`config.mk`:
```
export PLATFORM = sky130hd
export DESIGN_NAME = cpu_wb_arbiter
export DESIGN_NICKNAME = d
export VERILOG_FILES = /design/src/rtl/cpu_wb_arbiter.sv
export SDC_FILE = /design/constraint.sdc
export NUM_CORES = 1
export LEC_CHECK = 0
export CORE_AREA = 8 8 118 120
export DETAILED_ROUTE_END_ITERATION = 7
export DIE_AREA = 0 0 126 128
export GPL_TIMING_DRIVEN = 0
export SYNTH_ARGS = -nofsm -noshare
export SYNTH_HDL_FRONTEND = slang
export SYNTH_SLANG_ARGS = --single-unit
```
`constraint.sdc`:
```
create_clock -name clk -period 1.6 [get_ports clk]
set_input_delay 0.32 -clock clk [delete_from_list [all_inputs] [get_ports clk]]
set_output_delay 0.32 -clock clk [all_outputs]
set_load 0.005 [all_outputs]
```
`src/rtl/cpu_wb_arbiter.sv`:
```
// Two-master (IF/MEM) to one-slave Wishbone arbiter with alternating tie-break.
// Optional stall watchdog is enabled by defining WB_ARB_TIMEOUT_EN.
module cpu_wb_arbiter #(
  parameter int unsigned ADDR_WIDTH     = 32,
  parameter int unsigned DATA_WIDTH     = 32,
  parameter int unsigned TIMEOUT_CYCLES = 255
) (
  input  logic                    clk,
  input  logic                    reset,
  input  logic                    m0_cyc_i,
  input  logic                    m0_stb_i,
  input  logic                    m0_we_i,
  input  logic [ADDR_WIDTH-1:0]   m0_adr_i,
  input  logic [DATA_WIDTH-1:0]   m0_dat_i,
  input  logic [DATA_WIDTH/8-1:0] m0_sel_i,
  output logic                    m0_ack_o,
  output logic [DATA_WIDTH-1:0]   m0_dat_o,
  input  logic                    m1_cyc_i,
  input  logic                    m1_stb_i,
  input  logic                    m1_we_i,
  input  logic [ADDR_WIDTH-1:0]   m1_adr_i,
  input  logic [DATA_WIDTH-1:0]   m1_dat_i,
  input  logic [DATA_WIDTH/8-1:0] m1_sel_i,
  output logic                    m1_ack_o,
  output logic [DATA_WIDTH-1:0]   m1_dat_o,
  output logic                    s_cyc_o,
  output logic                    s_stb_o,
  output logic                    s_we_o,
  output logic [ADDR_WIDTH-1:0]   s_adr_o,
  output logic [DATA_WIDTH-1:0]   s_dat_o,
  output logic [DATA_WIDTH/8-1:0] s_sel_o,
  input  logic                    s_ack_i,
  input  logic [DATA_WIDTH-1:0]   s_dat_i,
  output logic [1:0]              grant_o,
  output logic                    bus_timeout_o
);

  typedef enum logic [1:0] {IDLE, GNT0, GNT1, DRAIN} state_t;

  state_t state, state_nxt;
  logic   last_grant, last_grant_nxt;  // 0 = m0, 1 = m1
  logic   timeout_hit;

  always_ff @(posedge clk) begin
    if (!reset) begin
      state      <= IDLE;
      last_grant <= 1'b0;
      grant_o    <= 2'b00;
    end else begin
      state      <= state_nxt;
      last_grant <= last_grant_nxt;
      // grant_o tracks the registered state, so it never sees master inputs directly
      unique case (state_nxt)
        GNT0:    grant_o <= 2'b01;
        GNT1:    grant_o <= 2'b10;
        default: grant_o <= 2'b00;
      endcase
    end
  end

`ifdef WB_ARB_TIMEOUT_EN
  logic [15:0] to_cnt;
  logic        in_gnt, sel_cyc, sel_stb;

  assign in_gnt  = (state == GNT0) || (state == GNT1);
  assign sel_cyc = (state == GNT1) ? m1_cyc_i : m0_cyc_i;
  assign sel_stb = (state == GNT1) ? m1_stb_i : m0_stb_i;
  assign timeout_hit = in_gnt && sel_stb && !s_ack_i &&
                       (to_cnt == 16'(TIMEOUT_CYCLES - 1));
  assign bus_timeout_o = timeout_hit;

  always_ff @(posedge clk) begin
    if (!reset || !in_gnt || !sel_cyc || s_ack_i || timeout_hit)
      to_cnt <= '0;
    else if (sel_stb)
      to_cnt <= to_cnt + 16'd1;
  end
`else
  assign timeout_hit   = 1'b0;
  assign bus_timeout_o = 1'b0;
`endif

  always_comb begin
    state_nxt      = state;
    last_grant_nxt = last_grant;
    s_cyc_o        = 1'b0;
    s_stb_o        = 1'b0;
    s_we_o         = 1'b0;
    s_adr_o        = '0;
    s_dat_o        = '0;
    s_sel_o        = '0;
    m0_ack_o       = 1'b0;
    m0_dat_o       = '0;
    m1_ack_o       = 1'b0;
    m1_dat_o       = '0;

    unique case (state)
      IDLE: begin
        if (m1_cyc_i && (!m0_cyc_i || !last_grant)) begin
          state_nxt      = GNT1;
          last_grant_nxt = 1'b1;
        end else if (m0_cyc_i) begin
          state_nxt      = GNT0;
          last_grant_nxt = 1'b0;
        end
      end
      GNT0: begin
        s_cyc_o  = m0_cyc_i;
        s_stb_o  = m0_stb_i;
        s_we_o   = m0_we_i;
        s_adr_o  = m0_adr_i;
        s_dat_o  = m0_dat_i;
        s_sel_o  = m0_sel_i;
        m0_ack_o = s_ack_i;
        m0_dat_o = s_dat_i;
        if (timeout_hit) begin
          s_cyc_o   = 1'b0;
          s_stb_o   = 1'b0;
          m0_ack_o  = 1'b1;
          m0_dat_o  = '0;
          state_nxt = DRAIN;
        end else if (!m0_cyc_i) begin
          state_nxt = IDLE;
        end
      end
      GNT1: begin
        s_cyc_o  = m1_cyc_i;
        s_stb_o  = m1_stb_i;
        s_we_o   = m1_we_i;
        s_adr_o  = m1_adr_i;
        s_dat_o  = m1_dat_i;
        s_sel_o  = m1_sel_i;
        m1_ack_o = s_ack_i;
        m1_dat_o = s_dat_i;
        if (timeout_hit) begin
          s_cyc_o   = 1'b0;
          s_stb_o   = 1'b0;
          m1_ack_o  = 1'b1;
          m1_dat_o  = '0;
          state_nxt = DRAIN;
        end else if (!m1_cyc_i) begin
          state_nxt = IDLE;
        end
      end
      DRAIN: begin
        // last_grant identifies the master whose cycle was cut short
        if (!(last_grant ? m1_cyc_i : m0_cyc_i))
          state_nxt = IDLE;
      end
      default: state_nxt = IDLE;
    endcase
  end

endmodule

```
==> summary.md <==
| Metric | Value |
|---|---|
| Outcome | finished with violations |
| Failing checks | setup timing |
| Critical path origin | state[0] |
| Clock transition at the registers of the reported paths | 0.03 ns |
| Fin crit share | 1.21 |
| Capturing element type of the critical path | output pin |
| DRC violations left | 0 |
| Slew Viols, Final | 0 |
| VDD IR max | 0.000458 V |
| Dominant cell type by area after synthesis | a22oi_1 |
| Synthesis-to-finish area growth | 246% |
| Placed Cells incl. Taps | 740 |
| Grt ovf | 0 |
| Die Wd | 126 um |
| R2R Path End | grant_o[1] |
| Arrival time at the worst endpoint | 1.62 ns |
| Crit path time final | 1.94 ns |
| Setup TNS | -36.50 ns |
| Most frequent cells in the layout | clkdlybuf4s50_1, buf_2, a22oi_2 |
| RSZ-0062 raised after global routing | yes |
| Post-DR vias/cell | ~4.5 |
| Final Setup Violations | 140 |
| Antenna diode count | 0 |
| Reg2reg path depth | 8 |
| Crit start category | flip-flop |
| Routed wire length | 16100 um |
| Distinct cells, synth | 25 |
| Fin Hold WS | 0.567 ns |
| CP Max Fanout | 7 |
| Static leakage | 2.71 nW |
| Yosys warnings | 0 |
| Post-synthesis sequential area ratio | 0.0535 |
| H-tree Lvls | 1 |
| CORE AREA | 12200 um^2 |
| Post-Route Utilization | 0.531 |
| Required time worst endpoint | 1.28 ns |
| # nets final | 822 |
| CTS tree | yes |
| Site row count | 41 |
| Die height | between 100 and 150 um |
| R2R setup slack | -0.06 ns |
| Detailed-route via count | 3513 |
| TritonCTS buffer count | 3 |
| Initial Util | 0.153 |
| Initial DRC count | 85 |
| HPWL after DPL | 12700 um |
| Post-synth net total | 457 |
| Root Buffer | clkbuf_16 |
| Largest net degree at the start of global routing | 11 |
| Tot GR Track Use | 0.187 |
| Commonest non-fill, non-tap cell in the layout | clkdlybuf4s50_1 |
| ANT nets after route | 0 |
| Drt wl/cell | 20.4 um |
| Yosys top cell area share | 0.285 |
| Clk sink count | 5 |
| Ports | 317 |
| Hold Vio Cnt, Final | 0 |
| Setup ws final | -0.336 ns |
| Overall Power | 2.67 mW |
| Crit path kind | flip-flop to output pin |
| Number of I/O port buffers | 315 |
| Clk_lat worst skew | 0.23 ns |
| CP endpoint | s_adr_o[25] |
| Post-Synthesis Cells | 275 |
| Worst hold path type | input port to flip-flop |
| Post-Syn Area per Cell | approximately 7 um^2 |
| Antenna violations before repair | 0 |
| First-pass GRT wire length | around 24000 um |
| Synth area leaders | a22oi_1, nor2b_1, and2_1 |
| Finished Layout Cells | around 790 |
| Fmax | 516 MHz |
| Max-Cap Viols | 0 |
| R2R Path Start | state[1] |
| Gpl congestion | roughly 0.86 |
| Mapped Area | between 1500 and 2000 um^2 |
| Share of layout cells above drive strength 1 | 0.554 |
| Synthesized flop and latch total | 5 |
| CTS max path bufs | 2 |
| Pwr Density | 412 nW/um^2 |
| Die ar. | 16100 um^2 |
| Drt pass-1 iters | 4 |
| Vias in the first global route | 3870 |
| Maximum clock skew at final layout | 0.00191 ns |
==> metrics by stage <==
stage / worst slack (ns) / area (um^2)
2_1_floorplan: 0.00621 / 1880
3_3_place_gp: -1.00 / 5220
3_5_place_dp: -1.01 / 5220
4_1_cts: -0.342 / 6210
5_1_grt: -0.395 / 6480
6_report: -0.336 / 6480
==> layer usage <==
| metal | up-vias | wire (um) | global-route usage |
|---|---|---|---|
| met5 | - | 0 | 0 |
| met3 | 9 | 1140 | 0.0524 |
| met4 | 0 | 113 | 0.0248 |
| li1 | 1695 | - | - |
| met2 | 165 | 8740 | 0.358 |
| met1 | 1644 | 6140 | 0.203 |
==> kinds of logic (layout without fill, tap and decap cells) <==
family	count (synthesis)	count (layout)	share of synthesized area
other	1	1	0.00200
AND/OR/NAND/NOR	146	146	0.492
buffers and inverters	37	401	0.0849
adder cells (fa/ha/maj)	5	5	0.0334
flip-flops	5	5	0.0535
AO/OA/AOI/OAI	81	81	0.334
==> flip-flops by register name, indices dropped and copies added (netlist names) <==
| name | flops |
|---|---|
| last_grant | 1 |
| grant_o | 2 |
| state | 2 |
==> how the worst min path moves through the flow <==
| stage | to | startpoint | slack (ns) | cells after the start |
|---|---|---|---|---|
| detailed placement | last_grant | last_grant | 0.58 | 1 |
| CTS | last_grant | last_grant | 0.58 | 2 |
| global placement | last_grant | last_grant | 0.56 | 1 |
| global route | last_grant | m1_cyc_i | 0.60 | 3 |
| floorplan | last_grant | m0_cyc_i | 0.44 | 1 |
| finish | last_grant | m1_cyc_i | 0.57 | 3 |
==> cells in the mapped netlist, drive strengths merged <==
cell type  instances
nor2b             72
a22oi             71
and2              68
clkbuf            23
buf                9
dfxtp              5
ha                 5
inv                5
a21oi              2
a31oi              2
nor3b              2
a21bo              1
a2bb2oi            1
a311oi             1
conb               1
nand2              1
nand3              1
nand3b             1
nor2               1
o2111ai            1
o211ai             1
o221ai             1
==> power by group <==
part	switching (mW)	internal, mW
clock	0.0829	0.330
sequential	0.0146	0.137
combinational	0.733	1.37
==> final cells by class <==
type	instances	area [um^2]
Fill cell	1135	5730
Timing Repair Buffer	362	3390
Multi-Input combinational cell	233	2160
Buffer	30	528
Tap cell	150	188
Sequential cell	5	108
Clock buffer	4	78.8
Inverter	5	23.8
==> repair_timing <==
item | CTS | global route
hold endpoints to repair | 0 | 0
setup buffers | 25 | 4
pin swaps | 28 | 30
cloned | 16 | 2
hold buffers | 0 | 0
setup endpoints to repair | 141 | 141
resized for setup | 807 | 60
==> worst max-delay path: stages, from the launching register on <==
cell	delay, ns
dfxtp_4	0.38
inv_4	0.06
ha_4	0.21
buf_6	0.14
clkbuf_16	0.15
a22oi_2	0.24
nor2b_4	0.07
buf_2	0.14
Note: power is estimated with default switching activity, not from simulation.
